===== src/rtl/sensor_emu_playback_seq.sv =====
// Sensor-emulation playback sequencer: loads 64-bit words into two external FWFT FIFOs,
// sequences their resets, and streams one FIFO at a time onto an AXI-Stream master.
//
// state    | meaning
// ---------+---------------------------------------------------------------
// IDLE     | no FIFO streaming; AXIS outputs and read enables held low
// PLAY_F0  | streaming F0 to AXIS; a start for F1 is parked as pending
// PLAY_F1  | streaming F1 to AXIS; a start for F0 is parked as pending
module sensor_emu_playback_seq #(
   parameter int unsigned RESET_CYCLES = 16
) (
   input  logic        clk,
   input  logic        resetn,

   input  logic        i_fifo_ctl_f0_reset,
   input  logic        i_fifo_ctl_f1_reset,
   input  logic        i_fifo_ctl_wstrobe,
   input  logic [31:0] i_upper32,
   input  logic [31:0] i_load_f0,
   input  logic        i_load_f0_wstrobe,
   input  logic [31:0] i_load_f1,
   input  logic        i_load_f1_wstrobe,
   input  logic [1:0]  i_start,
   input  logic        i_start_wstrobe,
   input  logic        i_hard_stop_wstrobe,

   output logic        o_f0_rst,
   output logic        o_f0_wen,
   output logic [63:0] o_f0_wdata,
   input  logic        i_f0_full,
   input  logic        i_f0_empty,
   output logic        o_f0_ren,
   input  logic [63:0] i_f0_rdata,

   output logic        o_f1_rst,
   output logic        o_f1_wen,
   output logic [63:0] o_f1_wdata,
   input  logic        i_f1_full,
   input  logic        i_f1_empty,
   output logic        o_f1_ren,
   input  logic [63:0] i_f1_rdata,

   output logic [63:0] m_axis_tdata,
   output logic        m_axis_tvalid,
   output logic        m_axis_tlast,
   input  logic        m_axis_tready,

   output logic        o_fifo_stat_f0_reset,
   output logic        o_fifo_stat_f1_reset,
   output logic [31:0] o_f0_count,
   output logic [31:0] o_f1_count,
   output logic [1:0]  o_active_fifo,
   output logic        o_load_drop
);

   localparam int unsigned    RCW     = $clog2(2 * RESET_CYCLES + 1);
   localparam logic [RCW-1:0] RC_FULL = RCW'(2 * RESET_CYCLES);
   localparam logic [RCW-1:0] RC_HALF = RCW'(RESET_CYCLES);

   // Encodings double as the o_active_fifo / i_start values.
   typedef enum logic [1:0] {
      IDLE    = 2'd0,
      PLAY_F0 = 2'd1,
      PLAY_F1 = 2'd2
   } state_t;

   state_t          state, state_nxt;
   logic [1:0]      pend, pend_nxt;

   logic [1:0]      rst_req, ld_stb, full, empty, busy, avail, ld_ok, ren, wen_q;
   logic [31:0]     ld_lo   [2];
   logic [63:0]     rdata   [2];
   logic [63:0]     wdata_q [2];
   logic [31:0]     cnt     [2];
   logic [RCW-1:0]  rst_cnt [2];
   logic            drop_q;
   logic            cur;
   logic            start_ok;
   logic            last_hs;

   assign rst_req  = {2{i_fifo_ctl_wstrobe}} & {i_fifo_ctl_f1_reset, i_fifo_ctl_f0_reset};
   assign ld_stb   = {i_load_f1_wstrobe, i_load_f0_wstrobe};
   assign full     = {i_f1_full, i_f0_full};
   assign empty    = {i_f1_empty, i_f0_empty};
   assign ld_lo[0] = i_load_f0;
   assign ld_lo[1] = i_load_f1;
   assign rdata[0] = i_f0_rdata;
   assign rdata[1] = i_f1_rdata;

   assign cur      = (state == PLAY_F1);
   assign start_ok = i_start_wstrobe & ((i_start == 2'd1) | (i_start == 2'd2));

   // A FIFO can be started only with data counted, outside reset, and not being reset now.
   always_comb begin
      busy  = '0;
      avail = '0;
      ld_ok = '0;
      for (int n = 0; n < 2; n++) begin
         busy[n]  = (rst_cnt[n] != '0);
         avail[n] = (cnt[n] != 32'd0) & ~busy[n] & ~rst_req[n];
         ld_ok[n] = ld_stb[n] & ~full[n] & ~busy[n] & ~rst_req[n]
                    & ~((state != IDLE) & (cur == n[0]));
      end
   end

   always_comb begin
      m_axis_tvalid = 1'b0;
      m_axis_tlast  = 1'b0;
      m_axis_tdata  = '0;
      ren           = '0;
      if (state != IDLE) begin
         m_axis_tvalid = ~empty[cur];
         m_axis_tdata  = rdata[cur];
         m_axis_tlast  = (cnt[cur] == 32'd1);
         ren[cur]      = m_axis_tvalid & m_axis_tready;
      end
   end

   assign last_hs = (|ren) & m_axis_tlast;

   always_comb begin
      state_nxt = state;
      pend_nxt  = pend;
      case (state)
         IDLE: begin
            if (start_ok && !i_hard_stop_wstrobe && avail[i_start[1]])
               state_nxt = state_t'(i_start);
         end
         default: begin
            if (start_ok && (i_start != o_active_fifo))
               pend_nxt = i_start;
            if (last_hs) begin
               pend_nxt  = 2'd0;
               state_nxt = IDLE;
               if ((pend != 2'd0) && avail[pend[1]])
                  state_nxt = state_t'(pend);
            end
            // Stop and reset of the active FIFO override any handoff.
            if (i_hard_stop_wstrobe || rst_req[cur]) begin
               state_nxt = IDLE;
               pend_nxt  = 2'd0;
            end
         end
      endcase
      if (((pend_nxt == 2'd1) && rst_req[0]) || ((pend_nxt == 2'd2) && rst_req[1]))
         pend_nxt = 2'd0;
   end

   always_ff @(posedge clk or negedge resetn) begin
      if (!resetn) begin
         state  <= IDLE;
         pend   <= 2'd0;
         drop_q <= 1'b0;
         wen_q  <= '0;
         for (int n = 0; n < 2; n++) begin
            rst_cnt[n] <= '0;
            cnt[n]     <= '0;
            wdata_q[n] <= '0;
         end
      end else begin
         state  <= state_nxt;
         pend   <= pend_nxt;
         drop_q <= |(ld_stb & ~ld_ok);
         wen_q  <= ld_ok;
         for (int n = 0; n < 2; n++) begin
            // Down-counter spans both the pulse half and the settle half.
            if (rst_req[n])
               rst_cnt[n] <= RC_FULL;
            else if (busy[n])
               rst_cnt[n] <= rst_cnt[n] - RCW'(1);

            if (ld_ok[n])
               wdata_q[n] <= {i_upper32, ld_lo[n]};

            if (rst_req[n])
               cnt[n] <= '0;
            else if (ld_ok[n]) begin
               if (cnt[n] != 32'hFFFF_FFFF)
                  cnt[n] <= cnt[n] + 32'd1;
            end else if (ren[n] && (cnt[n] != 32'd0))
               cnt[n] <= cnt[n] - 32'd1;
         end
      end
   end

   assign o_f0_rst             = (rst_cnt[0] > RC_HALF);
   assign o_f1_rst             = (rst_cnt[1] > RC_HALF);
   assign o_fifo_stat_f0_reset = busy[0];
   assign o_fifo_stat_f1_reset = busy[1];
   assign o_f0_wen             = wen_q[0];
   assign o_f1_wen             = wen_q[1];
   assign o_f0_wdata           = wdata_q[0];
   assign o_f1_wdata           = wdata_q[1];
   assign o_f0_ren             = ren[0];
   assign o_f1_ren             = ren[1];
   assign o_f0_count           = cnt[0];
   assign o_f1_count           = cnt[1];
   assign o_active_fifo        = state;
   assign o_load_drop          = drop_q;

endmodule


===== config.mk =====
export PLATFORM = sky130hd
export DESIGN_NAME = sensor_emu_playback_seq
export DESIGN_NICKNAME = d
export VERILOG_FILES = /design/src/rtl/sensor_emu_playback_seq.sv
export SDC_FILE = /design/constraint.sdc
export NUM_CORES = 1
export LEC_CHECK = 0
export CAP_MARGIN = 20
export CORE_AREA = 5 5 196 198
export DETAILED_ROUTE_END_ITERATION = 8
export DIE_AREA = 0 0 201 203
export PLACE_DENSITY = 0.67
export SLEW_MARGIN = 15
export SYNTH_ARGS = -nofsm -noshare
export SYNTH_HDL_FRONTEND = slang
export SYNTH_SLANG_ARGS = --single-unit

===== constraint.sdc =====
create_clock -name clk -period 5.28 [get_ports clk]
set_input_delay 1.32 -clock clk [delete_from_list [all_inputs] [get_ports clk]]
set_output_delay 1.32 -clock clk [all_outputs]
set_load 0.03 [all_outputs]

==> flow_summary.yaml, run 1 <==
timing:
  max_slew_margin_pct: 39.33
  drv_slew: 0
  final-hold-violation-count: 0
  setup_viol: 0
  max_freq_mhz: 226.2
  fin_worst_skew_ns: 0.008952
  period_share_pct: 83.74
  grt_setup_unrepaired: "no"
  hold_ws_ns: 0.4691
  tightestPinTransition_ns: 0.9101
  fin_setup_tns_ns: 0
  layout_min_cycle_time_ns: 4.422
cells_and_area:
  fin_area_um2: 19020
  fin_nets: 2155
  final-seq-area_um2: 5281
  area_growth_pct: 51.60
  multiInputGateArea_um2: 6927
  fillers: 3324
  drive_gt1_share_pct: 8.099
power:
  powerDensity_nw_per_um2: 615.8
  totalPowerFinal_w: 0.01171
  p_leak_nw: 8.333
  vdd_ir_drop_max_uv: 405.9
yosys:
  netlist.area_leader.share_pct: 42.08
  synthesis.area_um2: 12550
  async_reset_ff_share_pct: 100.0
  yosys.area_share.simple_pct: 17.76
  synth_top_family_by_area: "compound AO/OA/AOI/OAI gates"
  seq_area_frac_synth_pct: 42.08
  synthCells: 1338
  synthTopCellsByArea: "dfrtp_1, nand2_1, ha_1, mux2_2, a22o_1"
  ys_seq_elements: 211
  synthMuxAreaShare_pct: 6.411
  synth.most_common_cell: "nand2_1"
  yosys.area.top_type: "dfrtp_1"
  synthAdderAreaFrac_pct: 8.097
  ys.flop_type: "dfrtp_1"
  syn_area_per_cell_um2: 9.378
  synth_compound_area_share_pct: 18.81
  netlist_top_cells_count: "nand2_1, dfrtp_1, a22o_1, ha_1, mux2_2"
  synth-xor-area-share_pct: 3.978
  ys_types: 69
  syn_nets: 1658
  synth-edff-count: 0
  yosysWarnings: 0
route:
  drtAntennaViolNets: 0
  drt_first_iter_violations: 842
  avgRoutedWirePerCell_um: 22.60
  firstDrtPassIters: 5
  vias_per_cell: 5.339
  vias: 12400
  drc: 0
  drt_wl_total_um: 52480
floorplanning:
  fp.dieArea_um2: 40800
  die_h_um: 203
  rows: 70
  start_util_pct: 34.52
  fp.dieW_um: 201
  pin_count: 509
  core_area_um2: 36350
grt:
  grt_pass1_vias: 12470
  grt_max_degree: 96
  grt-ovfl-total: 0
  antenna_found_initial: 3
  grt_first_pass_wirelength_um: 78110
  grtUsageTotal_pct: 24.47
status:
  status: "finished, final reports clean"
placed_design:
  placed_area_um2: 18240
  port_buffers: 508
  place_hpwl_um: 40740
  routabilityCongestion: 0.9368
critical_path:
  arrival_ns: 4.88
  cpPeakStageDelay_ns: 0.60
  slowest_stage: "a2111oi_0"
  r2r-end: "o_f0_count[31]$_DFFE_PN0P_"
  path_cells: "inv_1 -> ha_1 -> or3b_2 -> nor3_2 -> nand4_1 -> buf_12 -> buf_4 -> ha_1 -> nand2_1 -> a2111oi_0 -> nand3_1 -> o21ba_4 -> mux2i_1 -> or4_1 -> nand3_1"
  crit_type: "flop to flop"
  cp-start-kind: "flop"
  end_kind: "flop"
  r2r_slack_ns: 0.86
  cp_max_fo: 24
  r2r_cells: 15
  crit_family: "simple AND/OR/NAND/NOR gates"
  cp.buffers_inverters: 3
  crit_required_ns: 5.74
  rr_startpoint: "rst_cnt[6]$_DFFE_PN0P_"
cts:
  cts_root_buf: "clkbuf_16"
  clock_sinks: 211
  cts.htree.levels: 1
  cts.clk_slew.worst_paths_ns: 0.06
  cts_setup_buffers: 0
  clock_path_buffers: 3
  insertion_delay_ns: 0.53
  numCtsBuffers: 25
  cts_tree: "done"
  ctsResizeCount: 0
  postCtsHoldBufs: 0
min_path:
  hold_path_end: "o_f0_wdata[52]$_DFFE_PN0P_"
  min_path_type: "flop to flop"
  hp-start: "o_f0_wdata[52]$_DFFE_PN0P_"
  holdPathStages: 2
flow_run:
  drv_cap: 0
[flip-flops by register name, indices dropped and copies added (netlist names)]
register and flops:
o_f1_count 32, o_f0_wdata 64, wen_q 2, rst_cnt 12, o_f1_wdata 64, o_load_drop 1, o_f0_count 32, pend 2
o_active_fifo 2
[worst max-delay path by stage]
stage / end / start / cells after the start
floorplan: o_f0_count[31]$_DFFE_PN0P_ / i_fifo_ctl_f0_reset / 13
global placement: o_f0_count[31]$_DFFE_PN0P_ / i_fifo_ctl_wstrobe / 13
detailed placement: o_f0_count[31]$_DFFE_PN0P_ / i_fifo_ctl_wstrobe / 13
CTS: o_f0_count[31]$_DFFE_PN0P_ / rst_cnt[6]$_DFFE_PN0P_ / 15
global route: o_f0_count[26]$_DFFE_PN0P_ / rst_cnt[6]$_DFFE_PN0P_ / 16
finish: o_f0_count[31]$_DFFE_PN0P_ / rst_cnt[6]$_DFFE_PN0P_ / 15
[placed cells by master (no fill, tap or decap), types with 7 or more instances in the layout]
cell and n:
clkbuf_1 8, ha_1 78, nand2_1 292, o21a_1 10, nor2_1 47, a31oi_1 14, or3_1 7, nor4_1 22
o31ai_1 35, clkdlybuf4s50_1 507, mux2_2 67, nand4_1 28, nor2b_1 8, buf_4 24, xnor2_1 37, a21oi_1 58
inv_1 28, a21o_1 28, clkbuf_16 25, xor2_1 20, a211oi_1 9, a22o_1 78, o21ai_0 46, nand2b_1 12
dfrtp_1 210, nor3_1 21, nand3_1 20
[area by class of cell]
type / instances / share of cell area, %
Tap cell: 468 / 3.078
Timing Repair Buffer: 535 / 28.01
Antenna cell: 2 / 0.02631
Multi-Input combinational cell: 1032 / 36.41
Sequential cell: 211 / 27.76
Clock inverter: 6 / 0.3091
Clock buffer: 38 / 3.808
Inverter: 30 / 0.5920
[tightest hold or removal path: cells and delay by family, from the launching register on]
| family | cells | cell delay [ns] |
|---|---|---|
| AND/OR/NAND/NOR | 2 | 0.10 |
| flip-flops | 1 | 0.34 |
[routing by layer]
layer | global-route usage, % | vias up | part of all wire, %
met2 | 40.10 | 502 | 46
met4 | 8.702 | 0 | 3.8
met1 | 29.23 | 5974 | 39
met5 | 0 | - | 0
li1 | - | 5842 | -
met3 | 9.807 | 80 | 11
[stage by stage]
step / worst slack, ns / util [%] / std cells
after detailed placement: 0.5067 / 50.17 / 2276
after CTS: 0.8212 / 52.32 / 2320
after global routing: 0.5708 / 52.34 / 2322
after global placement: 0.5471 / 50.17 / 2276
final: 0.8585 / 52.34 / 2322
after floorplan: 0.3878 / - / 1338
[cells by family after synthesis]
logic type / after synthesis
mux: 72
xor+xnor: 57
flops: 211
compound gates: 330
simple gates: 493
buf+inv: 95
fa+ha+maj: 80
[power breakdown]
| part | total [W] | switching (W) | internal [W] |
|---|---|---|---|
| Sequential | 0.00288 | 0.000627 | 0.00225 |
| Clock | 0.00168 | 0.000696 | 0.000988 |
| Combinational | 0.00715 | 0.00408 | 0.00307 |
(Power assumes the default switching activity.)
==> inputs of run 2 (changes only) <==
--- a/config.mk
+++ b/config.mk
@@ -9,7 +9,7 @@
 export CORE_AREA = 5 5 196 198
 export DETAILED_ROUTE_END_ITERATION = 8
 export DIE_AREA = 0 0 201 203
-export PLACE_DENSITY = 0.67
+export PLACE_DENSITY = 0.65
 export SLEW_MARGIN = 15
 export SYNTH_ARGS = -nofsm -noshare
 export SYNTH_HDL_FRONTEND = slang
==> constraint.sdc (replaced) <==
create_clock -name clk -period 4.3 [get_ports clk]
set_input_delay 1.075 -clock clk [delete_from_list [all_inputs] [get_ports clk]]
set_output_delay 1.075 -clock clk [all_outputs]
set_load 0.03 [all_outputs]
==> flow_summary.yaml, run 2 (same netlist as run 1, synthesis figures left out) <==
status:
  status: "finished, final reports clean"
placed_design:
  place_hpwl_um: 40830
  port_buffers: 508
  dp_cells: 2393
  place_ws_ns: -0.1647
  placed_area_um2: 19130
  routabilityCongestion: 0.9068
timing:
  fin_worst_skew_ns: 0.01274
  final-hold-violation-count: 0
  max_freq_mhz: 236.8
  fin_setup_tns_ns: 0
  tightestPinTransition_ns: 0.9511
  period_share_pct: 98.23
  layout_min_cycle_time_ns: 4.224
  setup_viol: 0
  drv_slew: 0
  max_slew_margin_pct: 36.60
  fin_ws_ns: 0.07632
grt:
  grt_max_degree: 93
  grtUsageTotal_pct: 24.72
  grt-ovfl-total: 0
  grt_pass1_vias: 12950
  antenna_found_initial: 3
  grt_first_pass_wirelength_um: 80090
cts:
  clock_path_buffers: 3
  cts.htree.levels: 1
  ctsResizeCount: 1
  cts_root_buf: "clkbuf_16"
  numCtsBuffers: 25
  insertion_delay_ns: 0.55
  postCtsHoldBufs: 0
  clock_sinks: 211
  cts.clk_slew.worst_paths_ns: 0.06
  cts_tree: "done"
  cts_setup_buffers: 0
floorplanning:
  die_h_um: 203
  pin_count: 509
  fp.dieW_um: 201
  start_util_pct: 34.52
  fp.dieArea_um2: 40800
  core_area_um2: 36350
  rows: 70
route:
  vias: 12810
  vias_per_cell: 5.250
  drt_first_iter_violations: 812
  avgRoutedWirePerCell_um: 21.48
  drt_wl_total_um: 52410
  wl_met2_um: 24530
  top_layer: "met4"
  drc: 0
  drtAntennaViolNets: 0
  met3WireLength_um: 4872
  m1WireLength_um: 21820
  firstDrtPassIters: 5
critical_path:
  cp_max_fo: 6
  slowest_stage: "clkdlybuf4s50_1"
  cp.buffers_inverters: 1
  crit_family: "simple AND/OR/NAND/NOR gates"
  arrival_ns: 3.15
  end_kind: "output pin"
  crit_required_ns: 3.22
  cpPeakStageDelay_ns: 0.69
  cp-start-kind: "flop"
  path_cells: "nor4_1 -> nand4_1 -> nor4b_2 -> a31oi_1 -> nor2_1 -> clkdlybuf4s50_1"
  crit_type: "flop to output pin"
power:
  p_leak_nw: 8.923
  vdd_ir_drop_max_uv: 502.5
  totalPowerFinal_w: 0.01524
  powerDensity_nw_per_um2: 762.4
min_path:
  min_path_type: "flop to flop"
cells_and_area:
  fin_area_um2: 20000
  fin_cells: 2440
  final_cell_mix: "clkdlybuf4s50_1, nand2_1, dfrtp_1"
  area_growth_pct: 59.36
  fin_nets: 2272
  drive_gt1_share_pct: 14.02
  final_common_cell: "clkdlybuf4s50_1"
flow_run:
  drv_cap: 0
==> run 2: cell types whose count changed in the layout (fill, tap and decap cells not counted), moves of 2 or more <==
| cell | delta |
|---|---|
| buf_4 | +116 |
| clkbuf_1 | -5 |
| clkinv_2 | +3 |
| nor4b_1 | -2 |
| nor4b_2 | +2 |
==> run 2: metal layers <==
metal,global-route usage (%),vias to the layer above
met5,0,-
met4,5.482,0
met3,8.912,64
met2,40.99,448
met1,31.14,6219
li1,-,6080
==> run 2: final timing paths <==
check / start / endpoint / slack [ns] / cells after the start
setup / recovery: o_f0_count[1]$_DFFE_PN0P_ / m_axis_tlast / 0.08 / 6
hold / removal: o_f0_wdata[59]$_DFFE_PN0P_ / o_f0_wdata[59]$_DFFE_PN0P_ / 0.47 / 2
setup reg to reg: rst_cnt[6]$_DFFE_PN0P_ / o_f0_count[31]$_DFFE_PN0P_ / 0.17 / 15
hold reg to reg: o_f0_wdata[59]$_DFFE_PN0P_ / o_f0_wdata[59]$_DFFE_PN0P_ / 0.47 / 2
max in group asynchronous: resetn / o_active_fifo[0]$_DFFE_PN0P_ / 2.73 / 2
min in group asynchronous: resetn / o_f1_count[7]$_DFFE_PN0P_ / 0.51 / 1
==> run 2: power breakdown <==
| part | internal (W) | switching [W] | leakage (nW) |
|---|---|---|---|
| combinational | 0.00434 | 0.00523 | 5.75 |
| clock | 0.00129 | 0.000886 | 0.420 |
| sequential | 0.00276 | 0.000740 | 2.76 |
==> run 2: worst min-delay path, cell delays in order, from the launching register on <==
cell and delay (ns):
dfrtp_1 0.34, nand2_1 0.05, nand2_1 0.05
==> run 2: layout make-up <==
| class | count | area, um2 |
|---|---|---|
| flip-flops and latches | 211 | 5281 |
| clock inverters | 10 | 115.1 |
| fillers | 3244 | 16350 |
| well taps | 468 | 585.6 |
| inverters | 30 | 112.6 |
| clock buffers | 34 | 719.4 |
| repair buffers | 652 | 6221 |
| diodes | 3 | 7.507 |
| multi-input cells | 1032 | 6954 |
==> run 2: through the flow <==
stage	hold WS, ns	util, %
2_1_floorplan	0.5056	-
3_3_place_gp	0.4579	52.63
3_5_place_dp	0.4610	52.63
4_1_cts	0.4758	54.94
5_1_grt	0.4805	55.02
6_report	0.4708	55.02
